==> config.mk <==
export PLATFORM = sky130hd
export DESIGN_NAME = tt_bin_clock_gen2
export DESIGN_NICKNAME = d
export VERILOG_FILES = /design/src/rtl/bin_clock_pkg.sv /design/src/rtl/bin_clock_btn_edge.sv /design/src/rtl/tt_bin_clock_gen2.sv
export SDC_FILE = /design/constraint.sdc
export NUM_CORES = 1
export LEC_CHECK = 0
export CELL_PAD_IN_SITES_DETAIL_PLACEMENT = 0
export CELL_PAD_IN_SITES_GLOBAL_PLACEMENT = 2
export CORE_MARGIN = 8
export CORE_UTILIZATION = 25
export DETAILED_ROUTE_END_ITERATION = 8
export PLACE_DENSITY_LB_ADDON = 0.05
export SETUP_SLACK_MARGIN = 0.4
export SYNTH_ARGS = -nofsm -noshare
export SYNTH_HDL_FRONTEND = slang
export SYNTH_SLANG_ARGS = --single-unit
==> constraint.sdc <==
create_clock -name clk_i -period 2.4 [get_ports clk_i]
set_input_delay 0.48 -clock clk_i [delete_from_list [all_inputs] [get_ports clk_i]]
set_output_delay 0.48 -clock clk_i [all_outputs]
set_load 0.01 [all_outputs]
==> src/rtl/bin_clock_pkg.sv <==
// Shared constants and field helpers for the binary time-of-day clock.
// Time is stored as 24-hour hh:mm:ss; the helpers wrap at each field's own width.
package bin_clock_pkg;

    localparam int SEC_W  = 6;
    localparam int MIN_W  = 6;
    localparam int HOUR_W = 5;

    localparam logic [SEC_W-1:0]  SEC_MAX  = 6'd59;
    localparam logic [MIN_W-1:0]  MIN_MAX  = 6'd59;
    localparam logic [HOUR_W-1:0] HOUR_MAX = 5'd23;

    // One set-mode step on a 0..max_v field. Wrap is decided before the update.
    function automatic logic [SEC_W-1:0] step_60(input logic [SEC_W-1:0] v,
                                                 input logic [SEC_W-1:0] max_v,
                                                 input logic up);
        if (up)
            return (v == max_v) ? 6'd0 : v + 6'd1;
        else
            return (v == 6'd0) ? max_v : v - 6'd1;
    endfunction

    function automatic logic [HOUR_W-1:0] step_hour(input logic [HOUR_W-1:0] v,
                                                    input logic up);
        if (up)
            return (v == HOUR_MAX) ? 5'd0 : v + 5'd1;
        else
            return (v == 5'd0) ? HOUR_MAX : v - 5'd1;
    endfunction

    // 24h -> 12h display hour: 0 and 12 both show as 12.
    function automatic logic [HOUR_W-1:0] hour_12h(input logic [HOUR_W-1:0] hh);
        logic [HOUR_W-1:0] r;
        r = (hh >= 5'd12) ? hh - 5'd12 : hh;
        return (r == 5'd0) ? 5'd12 : r;
    endfunction

endpackage

==> src/rtl/bin_clock_btn_edge.sv <==
// Two-flop synchroniser for an asynchronous button level, followed by a
// rising-edge detector. All flops clear on reset so a held button looks like a new press.
module bin_clock_btn_edge (
    input  logic clk_i,
    input  logic reset_i,
    input  logic btn,
    output logic rise
);

    logic sync1;
    logic sync2;
    logic sync2_d;

    always_ff @(posedge clk_i) begin
        if (reset_i) begin
            sync1   <= 1'b0;
            sync2   <= 1'b0;
            sync2_d <= 1'b0;
        end else begin
            sync1   <= btn;
            sync2   <= sync1;
            sync2_d <= sync2;
        end
    end

    assign rise = sync2 & ~sync2_d;

endmodule

==> src/rtl/tt_bin_clock_gen2.sv <==
// Binary time-of-day clock: prescaled seconds counter with carry, set mode with
// per-field button stepping, 12/24h display formatting and second/day strobes.
module tt_bin_clock_gen2
    import bin_clock_pkg::*;
#(
    parameter int CLK_HZ = 100
) (
    input  logic       clk_i,
    input  logic       reset_i,
    input  logic       time_set,
    input  logic       id_switch,
    input  logic       hour_id,
    input  logic       minute_id,
    input  logic       seconds_id,
    input  logic       mode_24h,
    output logic [4:0] hour_out,
    output logic [5:0] minute_out,
    output logic [5:0] seconds_out,
    output logic       pm_out,
    output logic       sec_tick,
    output logic       day_tick
);

    localparam int CNT_W = (CLK_HZ > 1) ? $clog2(CLK_HZ) : 1;
    localparam logic [CNT_W-1:0] PRESC_LAST = CNT_W'(CLK_HZ - 1);

    logic [CNT_W-1:0]  presc;
    logic [HOUR_W-1:0] hh;
    logic [MIN_W-1:0]  mm;
    logic [SEC_W-1:0]  ss;
    logic              hour_rise;
    logic              minute_rise;
    logic              seconds_rise;

    bin_clock_btn_edge u_hour_btn (
        .clk_i   (clk_i),
        .reset_i (reset_i),
        .btn     (hour_id),
        .rise    (hour_rise)
    );

    bin_clock_btn_edge u_minute_btn (
        .clk_i   (clk_i),
        .reset_i (reset_i),
        .btn     (minute_id),
        .rise    (minute_rise)
    );

    bin_clock_btn_edge u_seconds_btn (
        .clk_i   (clk_i),
        .reset_i (reset_i),
        .btn     (seconds_id),
        .rise    (seconds_rise)
    );

    // sec_tick/day_tick are single-cycle strobes: high for the one cycle after
    // the advancing edge; there is no back-pressure on them.
    always_ff @(posedge clk_i) begin
        if (reset_i) begin
            presc    <= '0;
            hh       <= '0;
            mm       <= '0;
            ss       <= '0;
            sec_tick <= 1'b0;
            day_tick <= 1'b0;
        end else if (time_set) begin
            presc    <= '0;
            sec_tick <= 1'b0;
            day_tick <= 1'b0;
            // Simultaneous edges: seconds beats minutes beats hours; losers are dropped.
            if (seconds_rise)
                ss <= step_60(ss, SEC_MAX, id_switch);
            else if (minute_rise)
                mm <= step_60(mm, MIN_MAX, id_switch);
            else if (hour_rise)
                hh <= step_hour(hh, id_switch);
        end else if (presc == PRESC_LAST) begin
            presc    <= '0;
            sec_tick <= 1'b1;
            day_tick <= (hh == HOUR_MAX) && (mm == MIN_MAX) && (ss == SEC_MAX);
            if (ss == SEC_MAX) begin
                ss <= '0;
                if (mm == MIN_MAX) begin
                    mm <= '0;
                    hh <= (hh == HOUR_MAX) ? 5'd0 : hh + 5'd1;
                end else begin
                    mm <= mm + 6'd1;
                end
            end else begin
                ss <= ss + 6'd1;
            end
        end else begin
            presc    <= presc + CNT_W'(1);
            sec_tick <= 1'b0;
            day_tick <= 1'b0;
        end
    end

    assign hour_out    = mode_24h ? hh : hour_12h(hh);
    assign pm_out      = ~mode_24h & (hh >= 5'd12);
    assign minute_out  = mm;
    assign seconds_out = ss;

endmodule

==> key figures <==
Floorplan
  • Die width: 111 µm
  • Starting Density: 25.8%
  • Core Rows: 34
  • Total core area: 8720 µm²
  • I/O pin total: 28
  • Die height: 111 µm
  • Die area: 12300 µm²

Pwr
  • VDD IR-drop max: 0.246 mV
  • PD cells: 428 nW/µm²
  • Total Power: 0.00141 W
  • Leakage: 1.32 nW

Clock network
  • CTS tree: yes
  • Max Buffers Root-to-Sink: 2
  • H-tree lvl count: 2
  • Hold_buf cts: 0
  • CTS root buf: clkbuf_8
  • Skew-Pair Late Insertion Delay: 0.29 ns
  • CTS sink cnt: 35
  • Worst-path clk slew: 0.08 ns
  • Cts bufs inserted: 5

Placed design
  • Cells after DPL: 438
  • GP Congestion: 0.743
  • Port bufs: 27
  • Cell Area, Placed: 2900 µm²
  • Post-DP HPWL: 4880 µm

STA
  • Worst-Margin Slew: 0.419 ns
  • F_max: 0.433 GHz
  • Final period util: 96.3%
  • Setup TNS: 0 ns
  • Hold Vio Cnt, Final: 0
  • RSZ-0062 raised after global routing: yes
  • Pins over their slew limit: 0
  • Slew margin rel.: 71.8%
  • Worst Clk Skew: 0.00326 ns
  • Final setup violating endpoints: 0
  • Tmin final: 2.31 ns

Synthesis
  • Post-synthesis cell type count: 53
  • Synth Area in Compound Gates: 22.9%
  • Largest family of logic cells by synthesized area: simple AND/OR/NAND/NOR gates
  • #FFs+latches synth: 35
  • Post-synth EDFFs: 0
  • Mux cell area share after synthesis: 2.22%
  • Simple-gate portion of the synthesized area: 27.3%
  • Synth top area share: 31.1%
  • Largest area contributor in the netlist: dfxtp_1
  • Count leader, synth: dfxtp_1
  • Synthesized area: 2250 µm²
  • Most used flip-flop cell after synthesis: dfxtp_1
  • Post-Syn Nets: 303
  • Synth Area in Adders: 7.23%
  • Synth cell count leaders: dfxtp_1 (35), nor2_1 (29), a21oi_1 (27), nand2_1 (18)
  • Post-Syn Instances: 282
  • Asr flop ratio synth: 0%
  • Syn Area/Cell: 7.98 µm²
  • Top post-synthesis cells by area: dfxtp_1 (31%), ha_1 (7.2%), a21oi_1 (6.0%)
  • XOR/XNOR Fraction of Synth Area: 3.50%
  • Synth warn: 0
  • Sequential area share after synthesis: 31.1%

Final layout
  • Non-Filler Instances: 459
  • # diodes: 0
  • Layout Nets: 371
  • Design Area, Final: 3280 µm²
  • Area Overhead vs Synth: 46.0%
  • Fraction of layout cells with a size suffix above 1: 30.2%
  • Final core occ: 37.7%

Routing
  • Vias: 2296
  • DRC violations left: 0
  • Final WL: 6750 µm
  • Initial DRC count: 93
  • Antenna viol nets, final: 0
  • WL/cell: 14.7 µm
  • Drt pass-1 iters: 5
  • Routed vias/inst: 5.00

Critical path
  • Crit end category: primary output
  • Req. time, crit path: 1.92 ns
  • Delay-heaviest family, CP: flip-flops
  • CP max FO: 2
  • Crit path to: hour_out[2]
  • R2R Path End: hh[2]
  • Worst setup startpoint: hh[1]
  • CP bufs+invs: 3
  • Crit Path Class: register to primary output
  • Data arrival, critical path: 1.83 ns
  • Crit-path slowest cell: dfxtp_2
  • Crit path depth: 9
  • Critical path cell sequence: inv_2 > ha_4 > a21o_1 > nor2_4 > mux2i_2 > nand3_1 > buf_4 > o21ai_2 > buf_2
  • Reg2Reg Setup Slack: 0.37 ns
  • Max incr delay on CP: 0.34 ns
  • FF-to-FF Start: presc[0]
  • FF-to-FF path depth: 8
  • Startpoint types: register

Global routing
  • Global-route wire length before repair: 11100 µm
  • Grt ovf: 0
  • Number of global-route vias before repair: 2198
  • Initial antenna violation count: 0
  • Largest net degree at the start of global routing: 22
  • Global Route Usage Sum: 10.8%

Hold path
  • Hold crit path type: register to register
  • Hold path startpoint: presc[0]

Run
  • Max Cap Violations: 0

Outcome
  • Run status: finished clean
layout make-up:
cell class | count | area (µm²)
Fill cell | 901 | 5440
Multi-Input combinational cell | 215 | 1570
Tap cell | 108 | 135
Inverter | 12 | 45.0
Timing Repair Buffer | 81 | 696
Sequential cell | 35 | 718
Clock buffer | 6 | 82.6
Clock inverter | 2 | 35.0
what timing repair did:
action	CTS	global route
buffers inserted	6	7
cloned	0	0
gates resized for setup	47	24
pin swaps	9	15
setup endpoints to repair	14	18
power by group:
part	switching [W]	leakage (nW)	total (W)	internal (W)
sequential	0.0000137	0.289	0.000607	0.000593
combinational	0.000112	0.965	0.000221	0.000109
clock	0.000241	0.0612	0.000578	0.000337
cells by family after synthesis:
group | Yosys count
AOI/OAI and AO/OA | 77
xor gates and xnor gates | 9
adders and majority gates | 13
buffers and inverters | 32
DFF | 35
muxes | 5
and+or+nand+nor | 111
routing by layer:
metal  global-route usage [%]  routed length (µm)  vias to the layer above
li1                         -                   -                     1156
met1                     13.2                3250                     1096
met2                     17.8                3180                       37
met3                     3.14                 233                        7
met4                     2.88                  77                        0
met5                        0                   0                        -
flip-flops by register name, summed over array words and instances, names as in the netlist:
signal / flops
u_seconds_btn.sync1: 1
u_seconds_btn.sync2: 1
u_minute_btn.sync2_d: 1
u_hour_btn.sync2: 1
u_seconds_btn.sync2_d: 1
minute_out: 6
day_tick: 1
u_hour_btn.sync1: 1
u_minute_btn.sync2: 1
presc: 7
hh: 5
seconds_out: 6
u_hour_btn.sync2_d: 1
u_minute_btn.sync1: 1
sec_tick: 1
metrics by stage:
step / hold slack [ns] / setup slack (ns)
after detailed placement: 0.425 / -0.0486
after global placement: 0.423 / -0.0373
after global routing: 0.453 / -0.0228
after CTS: 0.443 / 0.0539
final: 0.438 / 0.0880
after floorplan: 0.413 / 0.422
how the worst min path moves through the flow:
stage	cells past startpoint	slack, ns	to
finish	1	0.44	presc[0]
global route	1	0.45	presc[0]
CTS	1	0.44	u_minute_btn.sync2
detailed placement	1	0.42	u_minute_btn.sync2
global placement	1	0.42	u_seconds_btn.sync2
floorplan	1	0.41	presc[0]
layout by cell type, fill, tap and decap left out, drive strengths merged, types with 5 or more instances in the layout:
cell	count
ha	13
nor3	5
buf	59
clkbuf	6
mux2i	5
nand2	18
nor2	29
clkdlybuf4s50	21
xnor2	6
o21ai	13
a21oi	27
nand3	11
a31oi	8
nand3b	5
inv	12
nor2b	12
dfxtp	35
(Power assumes the default switching activity.)
